--- src/rtl/vga_timing_gen_if.sv ---
// vga_timing_gen_if: raster timing bundle from the timing generator to the colour stage.
// Optional macro VGA_TEST_PATTERN_EN adds the tp_red/tp_green/tp_blue test-pattern channels.
interface vga_timing_gen_if;
    logic       pix_tick;
    logic       hsync;
    logic       vsync;
    logic       video_on;
    logic [9:0] pix_x;
    logic [9:0] pix_y;
    logic       frame_start;
`ifdef VGA_TEST_PATTERN_EN
    logic [3:0] tp_red;
    logic [3:0] tp_green;
    logic [3:0] tp_blue;
`endif

`ifdef VGA_TEST_PATTERN_EN
    // Timing generator side: drives every signal.
    modport master (
        output pix_tick, hsync, vsync, video_on, pix_x, pix_y, frame_start,
        output tp_red, tp_green, tp_blue
    );
    // Colour stage side: consumes every signal.
    modport slave (
        input pix_tick, hsync, vsync, video_on, pix_x, pix_y, frame_start,
        input tp_red, tp_green, tp_blue
    );
`else
    // Timing generator side: drives every signal.
    modport master (
        output pix_tick, hsync, vsync, video_on, pix_x, pix_y, frame_start
    );
    // Colour stage side: consumes every signal.
    modport slave (
        input pix_tick, hsync, vsync, video_on, pix_x, pix_y, frame_start
    );
`endif
endinterface

--- src/rtl/vga_timing_gen.sv ---
// vga_timing_gen: VGA raster timing (default 640x480@60 from a 100 MHz clock).
// A clock-enable divider produces the pixel rate, so everything runs on clock_i.
// Optional macro VGA_TEST_PATTERN_EN adds an 8-bar colour pattern on tp_red/tp_green/tp_blue.
module vga_timing_gen #(
    parameter int CLK_DIV  = 4,
    parameter int H_ACTIVE = 640,
    parameter int H_FP     = 16,
    parameter int H_SYNC   = 96,
    parameter int H_BP     = 48,
    parameter int V_ACTIVE = 480,
    parameter int V_FP     = 10,
    parameter int V_SYNC   = 2,
    parameter int V_BP     = 33,
    parameter bit SYNC_POL = 1'b0
) (
    input  logic             clock_i,
    input  logic             res_i,
    vga_timing_gen_if.master vga_o
);

    localparam int H_TOTAL = H_ACTIVE + H_FP + H_SYNC + H_BP;
    localparam int V_TOTAL = V_ACTIVE + V_FP + V_SYNC + V_BP;
    localparam int DIV_W   = (CLK_DIV > 1) ? $clog2(CLK_DIV) : 1;

    localparam logic [DIV_W-1:0] DIV_LAST = DIV_W'(CLK_DIV - 1);
    localparam logic [9:0] H_LAST   = 10'(H_TOTAL - 1);
    localparam logic [9:0] V_LAST   = 10'(V_TOTAL - 1);
    localparam logic [9:0] H_ACT    = 10'(H_ACTIVE);
    localparam logic [9:0] V_ACT    = 10'(V_ACTIVE);
    localparam logic [9:0] HS_FIRST = 10'(H_ACTIVE + H_FP);
    localparam logic [9:0] HS_LAST  = 10'(H_ACTIVE + H_FP + H_SYNC - 1);
    localparam logic [9:0] VS_FIRST = 10'(V_ACTIVE + V_FP);
    localparam logic [9:0] VS_LAST  = 10'(V_ACTIVE + V_FP + V_SYNC - 1);

    // Counter state.
    logic [DIV_W-1:0] div_cnt_q, div_cnt_d;
    logic [9:0]       h_cnt_q, h_cnt_d;
    logic [9:0]       v_cnt_q, v_cnt_d;
    // Set on every reset edge; marks the first edge after release, which
    // starts pixel (0,0) and must not advance the divider or the raster.
    logic             start_q;
    logic             tick;
    logic             h_wrap;
    logic             v_wrap;

    // Registered outputs and their next-state values.
    logic pix_tick_q, pix_tick_d;
    logic hsync_q, hsync_d;
    logic vsync_q, vsync_d;
    logic video_on_q, video_on_d;
    logic frame_start_q, frame_start_d;

    // Divider, pixel tick and raster counter next-state.
    always_comb begin
        tick      = !start_q && (div_cnt_q == DIV_LAST);
        h_wrap    = (h_cnt_q == H_LAST);
        v_wrap    = (v_cnt_q == V_LAST);
        div_cnt_d = div_cnt_q;
        h_cnt_d   = h_cnt_q;
        v_cnt_d   = v_cnt_q;

        if (start_q || (div_cnt_q == DIV_LAST)) begin
            div_cnt_d = '0;
        end else begin
            div_cnt_d = div_cnt_q + 1'b1;
        end

        if (tick) begin
            if (h_wrap) begin
                h_cnt_d = '0;
                v_cnt_d = v_wrap ? 10'd0 : (v_cnt_q + 10'd1);
            end else begin
                h_cnt_d = h_cnt_q + 10'd1;
            end
        end
    end

    // Output next-state, derived from the next counter values so that the
    // flags and coordinates always describe the same pixel.
    always_comb begin
        pix_tick_d    = tick;
        video_on_d    = (h_cnt_d < H_ACT) && (v_cnt_d < V_ACT);
        hsync_d       = ((h_cnt_d >= HS_FIRST) && (h_cnt_d <= HS_LAST)) ? SYNC_POL : ~SYNC_POL;
        vsync_d       = ((v_cnt_d >= VS_FIRST) && (v_cnt_d <= VS_LAST)) ? SYNC_POL : ~SYNC_POL;
        frame_start_d = start_q || (tick && h_wrap && v_wrap);
    end

    // Counter and start-flag registers; reset returns the raster to (0,0).
    always_ff @(posedge clock_i) begin
        if (!res_i) begin
            div_cnt_q <= '0;
            h_cnt_q   <= '0;
            v_cnt_q   <= '0;
            start_q   <= 1'b1;
        end else begin
            div_cnt_q <= div_cnt_d;
            h_cnt_q   <= h_cnt_d;
            v_cnt_q   <= v_cnt_d;
            start_q   <= 1'b0;
        end
    end

    // Output registers; syncs rest at their inactive level in reset.
    always_ff @(posedge clock_i) begin
        if (!res_i) begin
            pix_tick_q    <= 1'b0;
            hsync_q       <= ~SYNC_POL;
            vsync_q       <= ~SYNC_POL;
            video_on_q    <= 1'b0;
            frame_start_q <= 1'b0;
        end else begin
            pix_tick_q    <= pix_tick_d;
            hsync_q       <= hsync_d;
            vsync_q       <= vsync_d;
            video_on_q    <= video_on_d;
            frame_start_q <= frame_start_d;
        end
    end

    // The coordinates are the counters themselves, reported in blanking too.
    assign vga_o.pix_tick    = pix_tick_q;
    assign vga_o.hsync       = hsync_q;
    assign vga_o.vsync       = vsync_q;
    assign vga_o.video_on    = video_on_q;
    assign vga_o.pix_x       = h_cnt_q;
    assign vga_o.pix_y       = v_cnt_q;
    assign vga_o.frame_start = frame_start_q;

`ifdef VGA_TEST_PATTERN_EN
    localparam int BAR_W = H_ACTIVE / 8;
    // Bars lit per channel, bit n = bar n (left to right):
    // white, yellow, cyan, green, magenta, red, blue, black.
    localparam logic [7:0] RED_BARS   = 8'b0011_0011;
    localparam logic [7:0] GREEN_BARS = 8'b0000_1111;
    localparam logic [7:0] BLUE_BARS  = 8'b0101_0101;

    // bar_ge[n]: next column is at or right of the left edge of bar n.
    logic [8:0] bar_ge;
    logic [7:0] bar_sel;
    logic [3:0] tp_red_q, tp_red_d;
    logic [3:0] tp_green_q, tp_green_d;
    logic [3:0] tp_blue_q, tp_blue_d;

    assign bar_ge[0] = 1'b1;
    assign bar_ge[8] = 1'b0;

    genvar gi;
    generate
        for (gi = 1; gi < 8; gi++) begin : g_bar_edge
            assign bar_ge[gi] = (h_cnt_d >= 10'(gi * BAR_W));
        end
        for (gi = 0; gi < 8; gi++) begin : g_bar_sel
            assign bar_sel[gi] = bar_ge[gi] & ~bar_ge[gi + 1];
        end
    endgenerate

    // Colour lookup for the bar under the next pixel, blanked outside video.
    always_comb begin
        tp_red_d   = (video_on_d && |(bar_sel & RED_BARS))   ? 4'hF : 4'h0;
        tp_green_d = (video_on_d && |(bar_sel & GREEN_BARS)) ? 4'hF : 4'h0;
        tp_blue_d  = (video_on_d && |(bar_sel & BLUE_BARS))  ? 4'hF : 4'h0;
    end

    // Pattern registers, in step with pix_x.
    always_ff @(posedge clock_i) begin
        if (!res_i) begin
            tp_red_q   <= 4'h0;
            tp_green_q <= 4'h0;
            tp_blue_q  <= 4'h0;
        end else begin
            tp_red_q   <= tp_red_d;
            tp_green_q <= tp_green_d;
            tp_blue_q  <= tp_blue_d;
        end
    end

    assign vga_o.tp_red   = tp_red_q;
    assign vga_o.tp_green = tp_green_q;
    assign vga_o.tp_blue  = tp_blue_q;
`endif

endmodule

--- src/flat_wrapper.sv ---
// flat-port wrapper written by rule: the top's interface ports become plain ports
module vga_timing_gen_flat 
#(
    parameter int CLK_DIV  = 4,
    parameter int H_ACTIVE = 640,
    parameter int H_FP     = 16,
    parameter int H_SYNC   = 96,
    parameter int H_BP     = 48,
    parameter int V_ACTIVE = 480,
    parameter int V_FP     = 10,
    parameter int V_SYNC   = 2,
    parameter int V_BP     = 33,
    parameter bit SYNC_POL = 1'b0
)
  (clock_i, res_i, vga_o_pix_tick, vga_o_hsync, vga_o_vsync, vga_o_video_on, vga_o_pix_x, vga_o_pix_y, vga_o_frame_start);
  vga_timing_gen_if vga_o_i ();
  input  logic clock_i;
  input  logic res_i;
  output wire logic [$bits(vga_o_i.pix_tick)-1:0] vga_o_pix_tick;
  output wire logic [$bits(vga_o_i.hsync)-1:0] vga_o_hsync;
  output wire logic [$bits(vga_o_i.vsync)-1:0] vga_o_vsync;
  output wire logic [$bits(vga_o_i.video_on)-1:0] vga_o_video_on;
  output wire logic [$bits(vga_o_i.pix_x)-1:0] vga_o_pix_x;
  output wire logic [$bits(vga_o_i.pix_y)-1:0] vga_o_pix_y;
  output wire logic [$bits(vga_o_i.frame_start)-1:0] vga_o_frame_start;
  assign vga_o_pix_tick = vga_o_i.pix_tick;
  assign vga_o_hsync = vga_o_i.hsync;
  assign vga_o_vsync = vga_o_i.vsync;
  assign vga_o_video_on = vga_o_i.video_on;
  assign vga_o_pix_x = vga_o_i.pix_x;
  assign vga_o_pix_y = vga_o_i.pix_y;
  assign vga_o_frame_start = vga_o_i.frame_start;
  vga_timing_gen #(.CLK_DIV(CLK_DIV), .H_ACTIVE(H_ACTIVE), .H_FP(H_FP), .H_SYNC(H_SYNC), .H_BP(H_BP), .V_ACTIVE(V_ACTIVE), .V_FP(V_FP), .V_SYNC(V_SYNC), .V_BP(V_BP), .SYNC_POL(SYNC_POL)) u_core (.clock_i(clock_i), .res_i(res_i), .vga_o(vga_o_i));
endmodule
--- config.mk ---
export PLATFORM = sky130hd
export DESIGN_NAME = vga_timing_gen_flat
export DESIGN_NICKNAME = d
export VERILOG_FILES = /design/src/rtl/vga_timing_gen_if.sv /design/src/rtl/vga_timing_gen.sv /design/src/flat_wrapper.sv
export SDC_FILE = /design/constraint.sdc
export NUM_CORES = 1
export LEC_CHECK = 0
export ABC_AREA = 1
export BUFFER_PORTS_ARGS = -buffer_cell sky130_fd_sc_hd__buf_2
export CAP_MARGIN = 20
export CORE_MARGIN = 10
export CORE_UTILIZATION = 44
export DETAILED_ROUTE_END_ITERATION = 10
export PLACE_DENSITY = 0.65
export SLEW_MARGIN = 25
export SYNTH_ARGS = -nofsm -noshare
export SYNTH_HDL_FRONTEND = slang
export SYNTH_SLANG_ARGS = --single-unit
--- constraint.sdc ---
create_clock -name clock_i -period 3.5 [get_ports clock_i]
set_clock_uncertainty 0.2 [all_clocks]
set_input_delay 0 -clock clock_i [delete_from_list [all_inputs] [get_ports clock_i]]
set_output_delay 0 -clock clock_i [all_outputs]
set_load 0.01 [all_outputs]
Word-level counts from Yosys, hierarchy flattened
Cells that the tools add are included.
{"block": "classes", "add_sub_neg": 3, "magnitude_cmp": 6, "n_eq_ne": 3, "n_mux": 8, "n_bitwise": 1, "n_reduce_logical": 10}
{"operator": "$mux W10", "count": 5}
{"operator": "$add A10 B1 Y10 const B", "count": 2}
{"operator": "$eq A10 B10 Y1 const B", "count": 2}
{"operator": "$ge A10 B10 Y1 const B", "count": 1}
{"operator": "$ge A10 B9 Y1 const B", "count": 1}
{"operator": "$le A10 B10 Y1 const B", "count": 1}
{"operator": "$le A10 B9 Y1 const B", "count": 1}
{"operator": "$lt A10 B10 Y1 const B", "count": 1}
{"operator": "$lt A10 B9 Y1 const B", "count": 1}
{"operator": "$logic_and A1 B1 Y1", "count": 6}
{"operator": "$mux W1", "count": 3}
{"operator": "$add A2 B1 Y2 const B", "count": 1}
{"operator": "$eq A2 B2 Y1 const B", "count": 1}
{"operator": "$logic_or A1 B1 Y1", "count": 2}
{"operator": "$reduce_or A2 Y1", "count": 1}
{"operator": "$logic_not A1 Y1", "count": 1}
{"operator": "$not A1 Y1", "count": 1}
{"block": "word_totals", "regBits": 28, "inputBits": 2, "output_inout_bits": 25, "word_cells": 40}

Logic depth before layout (Yosys ltp)
{"block": "logic_depth", "word_depth": 7, "mapped_depth": 12, "depth_no_buf": 12}

Worst setup path before layout
No wires, ideal clock.
{"block": "synth_timing", "kind": "register -> register", "from": "register u_core.h_cnt_q[0], in the netlist u_core.vga_o.pix_x[0]", "to": "register u_core.video_on_q, in the netlist u_core.vga_o.video_on", "setup_ns": 0.113, "arrival_time_ns": 1.563, "required_time_ns": 3.187, "path_slack_ns": 1.625, "stages_incl_launch_ff": 13, "synth_period_minus_slack_ns": 1.875, "path_cell_list": "dfxtp_1 -> ha_1 -> nand2_1 -> nor2_8 -> nand2_4 -> nor2_8 -> nand3_2 -> nand2_1 -> nand2_1 -> nor2_2 -> nand3_2 -> nor2_1 -> nor2_1"}
{"block": "synth_via", "elab_chain_cells": 5, "word_cells_on_any_way": 9}
{"item": "start: declaration", "line_no": "vga_timing_gen.sv:37", "rtl": "logic [9:0] h_cnt_q, h_cnt_d;"}
{"item": "start signal: assignment", "line_no": "vga_timing_gen.sv:97", "rtl": "h_cnt_q <= h_cnt_d;"}
{"item": "$add A10 B1 Y10 / $eq A10 B10 Y1 (equally long branches)", "line_no": "vga_timing_gen.sv:73, vga_timing_gen.sv:56"}
{"item": "$mux W10", "line_no": "vga_timing_gen.sv:69", "rtl": "if (h_wrap) begin"}
{"item": "$mux W10", "line_no": "vga_timing_gen.sv:68", "rtl": "if (tick) begin"}
{"item": "$lt A10 B10 Y1 / $lt A10 B9 Y1 (equally long branches)", "line_no": "vga_timing_gen.sv:82", "rtl": "video_on_d = (h_cnt_d < H_ACT) && (v_cnt_d < V_ACT);"}
{"item": "$logic_and A1 B1 Y1 *", "line_no": "vga_timing_gen.sv:82"}
{"item": "end signal: assignment", "line_no": "vga_timing_gen.sv:115", "rtl": "video_on_q <= video_on_d;"}
{"item": "end: declaration", "line_no": "vga_timing_gen.sv:50", "rtl": "logic video_on_q, video_on_d;"}
Every way passes the cells marked *; elsewhere a longest branch is shown, timed or not.
A chain may end at the register's enable or synchronous reset.

Worst setup path after layout
{"block": "layout_timing", "from": "register u_core.h_cnt_q[0], in the netlist u_core.vga_o.pix_x[0]", "to": "register u_core.vsync_q, in the netlist u_core.vga_o.vsync"}
{"block": "layout_via", "elab_chain_cells": 6, "word_cells_on_any_way": 7}
{"item": "$eq A10 B10 Y1 *", "line_no": "vga_timing_gen.sv:56", "rtl": "h_wrap = (h_cnt_q == H_LAST);"}
{"item": "$mux W10 *", "line_no": "vga_timing_gen.sv:69"}
{"item": "$mux W10 *", "line_no": "vga_timing_gen.sv:68"}
{"item": "$ge A10 B9 Y1 / $le A10 B9 Y1 (equally long branches)", "line_no": "vga_timing_gen.sv:84", "rtl": "vsync_d = ((v_cnt_d >= VS_FIRST) && (v_cnt_d <= VS_LAST)) ? SYNC_POL : ~SYNC_POL;"}
{"item": "$logic_and A1 B1 Y1 *", "line_no": "vga_timing_gen.sv:84"}
{"item": "$mux W1 *", "line_no": "vga_timing_gen.sv:84"}
{"item": "end signal: assignment", "line_no": "vga_timing_gen.sv:108", "rtl": "vsync_q <= ~SYNC_POL;"}
{"item": "end signal: assignment", "line_no": "vga_timing_gen.sv:114", "rtl": "vsync_q <= vsync_d;"}
{"item": "end: declaration", "line_no": "vga_timing_gen.sv:49", "rtl": "logic vsync_q, vsync_d;"}
Marks and branches as above.

==> flow_metrics.env <==
export IMPL_slew_headroom_pct=49.5
export IMPL_fin_nets=243
export IMPL_reg2regPathDepth=10
export IMPL_start_util_pct=45.3
export IMPL_syn_area_per_cell_sq_um=7.24
export IMPL_crit_fanout=9
export IMPL_stdcell_count=282
export IMPL_drv_cap=0
export IMPL_drt_iter0_markers=98
export IMPL_fin_crit_ps=2080
export IMPL_wl_per_cell_um=11.8
export IMPL_synth_cell_types=31
export IMPL_powerDensity_nw_per_um2=320
export IMPL_diodes=0
export IMPL_cp_arrival_ps=2120
export IMPL_dpl_hpwl_um=2560
export IMPL_clk_pin_slew_worst_paths_ps=170
export IMPL_holdWs_ps=236
export IMPL_clock_sinks=28
export IMPL_dpl_worst_slack_ps=1470
export IMPL_p_leak_nw=0.846
export IMPL_p_total_mw=0.557
export IMPL_core_sq_um=3310
export IMPL_maxSlewViolCount=0
export IMPL_min_delay_start="u_core.div_cnt_q[0]"
export IMPL_grt_max_degree=23
export IMPL_whs_path_depth=1
export IMPL_setup_tns_ps=0
export IMPL_fp_dieH_um=78.4
export IMPL_synthToLayoutAreaGrowth_pct=16.2
export IMPL_antenna_found_initial=0
export IMPL_finalCritPeriodShare_pct=59.6
export IMPL_grt_pass1_vias=1245
export IMPL_crit_path_end_kind="flop"
export IMPL_cts_buffers=3
export IMPL_gp_congestion=0.871
export IMPL_setup_worst_path_start="u_core.vga_o.pix_x[0]"
export IMPL_grt_first_pass_wirelength_um=5750
export IMPL_vdd_drop_max_mv=0.172
export IMPL_synthCells=207
export IMPL_ys_flop_type="dfxtp_1"
export IMPL_synth_edf_count=0
export IMPL_cts_setup_buffers=0
export IMPL_synth_nets=213
export IMPL_wirelength_um=3320
export IMPL_rsz0062_at_grt="no"
export IMPL_fmax_mhz=480
export IMPL_min_path_type="reg2reg"
export IMPL_die_w_um=78.4
export IMPL_run_status="finished, final reports clean"
export IMPL_drive_above_1_share_pct=23.3
export IMPL_yosys_warnings=0
export IMPL_cp_required_ps=3540
export IMPL_synth_seq_cells=28
export IMPL_yosysSeqAreaShare_pct=37.4
export IMPL_viasPerCell=4.82
export IMPL_hold_violations=0
export IMPL_boundaryPins=27
export IMPL_clock_latency_ps=340
export IMPL_cts_buffer_depth=2
export IMPL_portBuffers=26
export IMPL_root_buffer="clkbuf_4"
export IMPL_htreeDepth=1
export IMPL_regToRegStartpoint="u_core.vga_o.pix_x[0]"
export IMPL_vias=1359
export IMPL_dp_cells=277
export IMPL_critical_path_class="reg2reg"
export IMPL_firstDrtPassIters=4
export IMPL_die_area_sq_um=6140
export IMPL_grt_util_all_layers_pct=11.1
export IMPL_worst_slew_pin_slew_ps=756
export IMPL_crit_path_start_kind="flop"
export IMPL_synthArstFlopShare_pct=0
export IMPL_synth_area_sq_um=1500
export IMPL_grt_overflow=0
export IMPL_cts_tree="done"
export IMPL_final_setup_viol_count=0
export IMPL_drc_errors=0
export IMPL_final_common_cell="nand2_1"
export IMPL_final_cell_mix="nand2_1, nor2_1, dfxtp_1"
export IMPL_layout_setup_ws_ps=1420
export IMPL_ant_nets=0
export IMPL_core_rowCount=21
-- power breakdown --
group / leakage (nW) / internal [mW] / switching (mW) / total [mW]
clock network: 0.0279 / 0.116 / 0.104 / 0.220
registers: 0.227 / 0.322 / 0.00121 / 0.323
logic: 0.591 / 0.00407 / 0.00943 / 0.0135
-- cell families (layout without fill, tap and decap cells) --
family                     after synthesis  count (layout)  share of synthesized area (%)
DFF                                     28              28                           37.4
and+or+nand+nor                        125             125                           42.5
xor gates and xnor gates                 6               6                           3.51
adders and majority gates                4               4                           3.34
AOI/OAI and AO/OA                       16              16                           6.26
buffers and inverters                   28              57                           7.01
-- synthesized netlist by cell type, types with 2 or more instances --
cell | n | area share [%]
xnor2_1 | 2 | 1.2
nor2_4 | 2 | 1.5
nor2_2 | 6 | 2.5
o21ai_0 | 2 | 0.67
a21oi_1 | 6 | 2.0
ha_1 | 4 | 3.3
nor3_1 | 3 | 1.0
inv_1 | 21 | 5.3
xor2_1 | 4 | 2.3
nor2_1 | 33 | 8.3
nand2_2 | 2 | 0.83
nor2_8 | 2 | 2.7
nand2_4 | 2 | 1.5
nand2_1 | 47 | 12
dfxtp_1 | 28 | 37
nand4_1 | 3 | 1.3
o21bai_1 | 2 | 1.0
nand3_1 | 18 | 6.0
inv_2 | 4 | 1.0
o21ai_1 | 3 | 1.0
nand3_2 | 3 | 2.0
-- critical path, cell delays in order, from the launching register on --
cell and delay [ps]:
dfxtp_1 430, ha_1 200, nand2_1 150, nor2_8 200, nand3_4 170, o21ai_1 180, nand2_1 100, nor2_2 130
nand3_2 90, inv_1 60, nand3_1 70
-- final timing paths --
path / to / slack, ps
min reg2reg: u_core.div_cnt_q[0] / 240
min: u_core.div_cnt_q[0] / 240
max: u_core.vga_o.vsync / 1420
max reg2reg: u_core.vga_o.vsync / 1420
-- cell type report --
cell class / count / area (sq um)
Fill cell: 348 / 1570
Timing Repair Buffer: 27 / 140
Multi-Input combinational cell: 151 / 833
Sequential cell: 28 / 561
Clock buffer: 3 / 22.5
Tap cell: 46 / 57.6
Clock inverter: 1 / 30.0
Inverter: 26 / 97.6
-- sequential cells by signal (all words and copies together), names as in the netlist --
name                      cells
u_core.vga_o.frame_start      1
u_core.vga_o.video_on         1
u_core.vga_o.hsync            1
u_core.vga_o.pix_y           10
u_core.vga_o.vsync            1
u_core.div_cnt_q              2
u_core.vga_o.pix_tick         1
u_core.start_q                1
u_core.vga_o.pix_x           10
-- what timing repair did --
action,CTS,global route
hold buffers,1,0
gates resized for setup,0,0
endpoints found under the hold margin,5,0
-- layer usage --
metal / up-vias / global-route usage (%) / part of all wire [%]
li1: 716 / - / -
met5: - / 0 / 0
met1: 617 / 14.3 / 49
met3: 4 / 3.53 / 6.0
met4: 0 / 3.58 / 0.78
met2: 22 / 17.1 / 45
-- metrics by stage --
| stage | instance area (sq um) | utilization, % |
|---|---|---|
| 6_report | 1740 | 52.6 |
| 5_1_grt | 1740 | 52.6 |
| 4_1_cts | 1740 | 52.6 |
| 3_5_place_dp | 1680 | 50.7 |
| 3_3_place_gp | 1680 | 50.7 |
| 2_1_floorplan | 1500 | - |
Note: power is estimated with default switching activity, not from simulation.
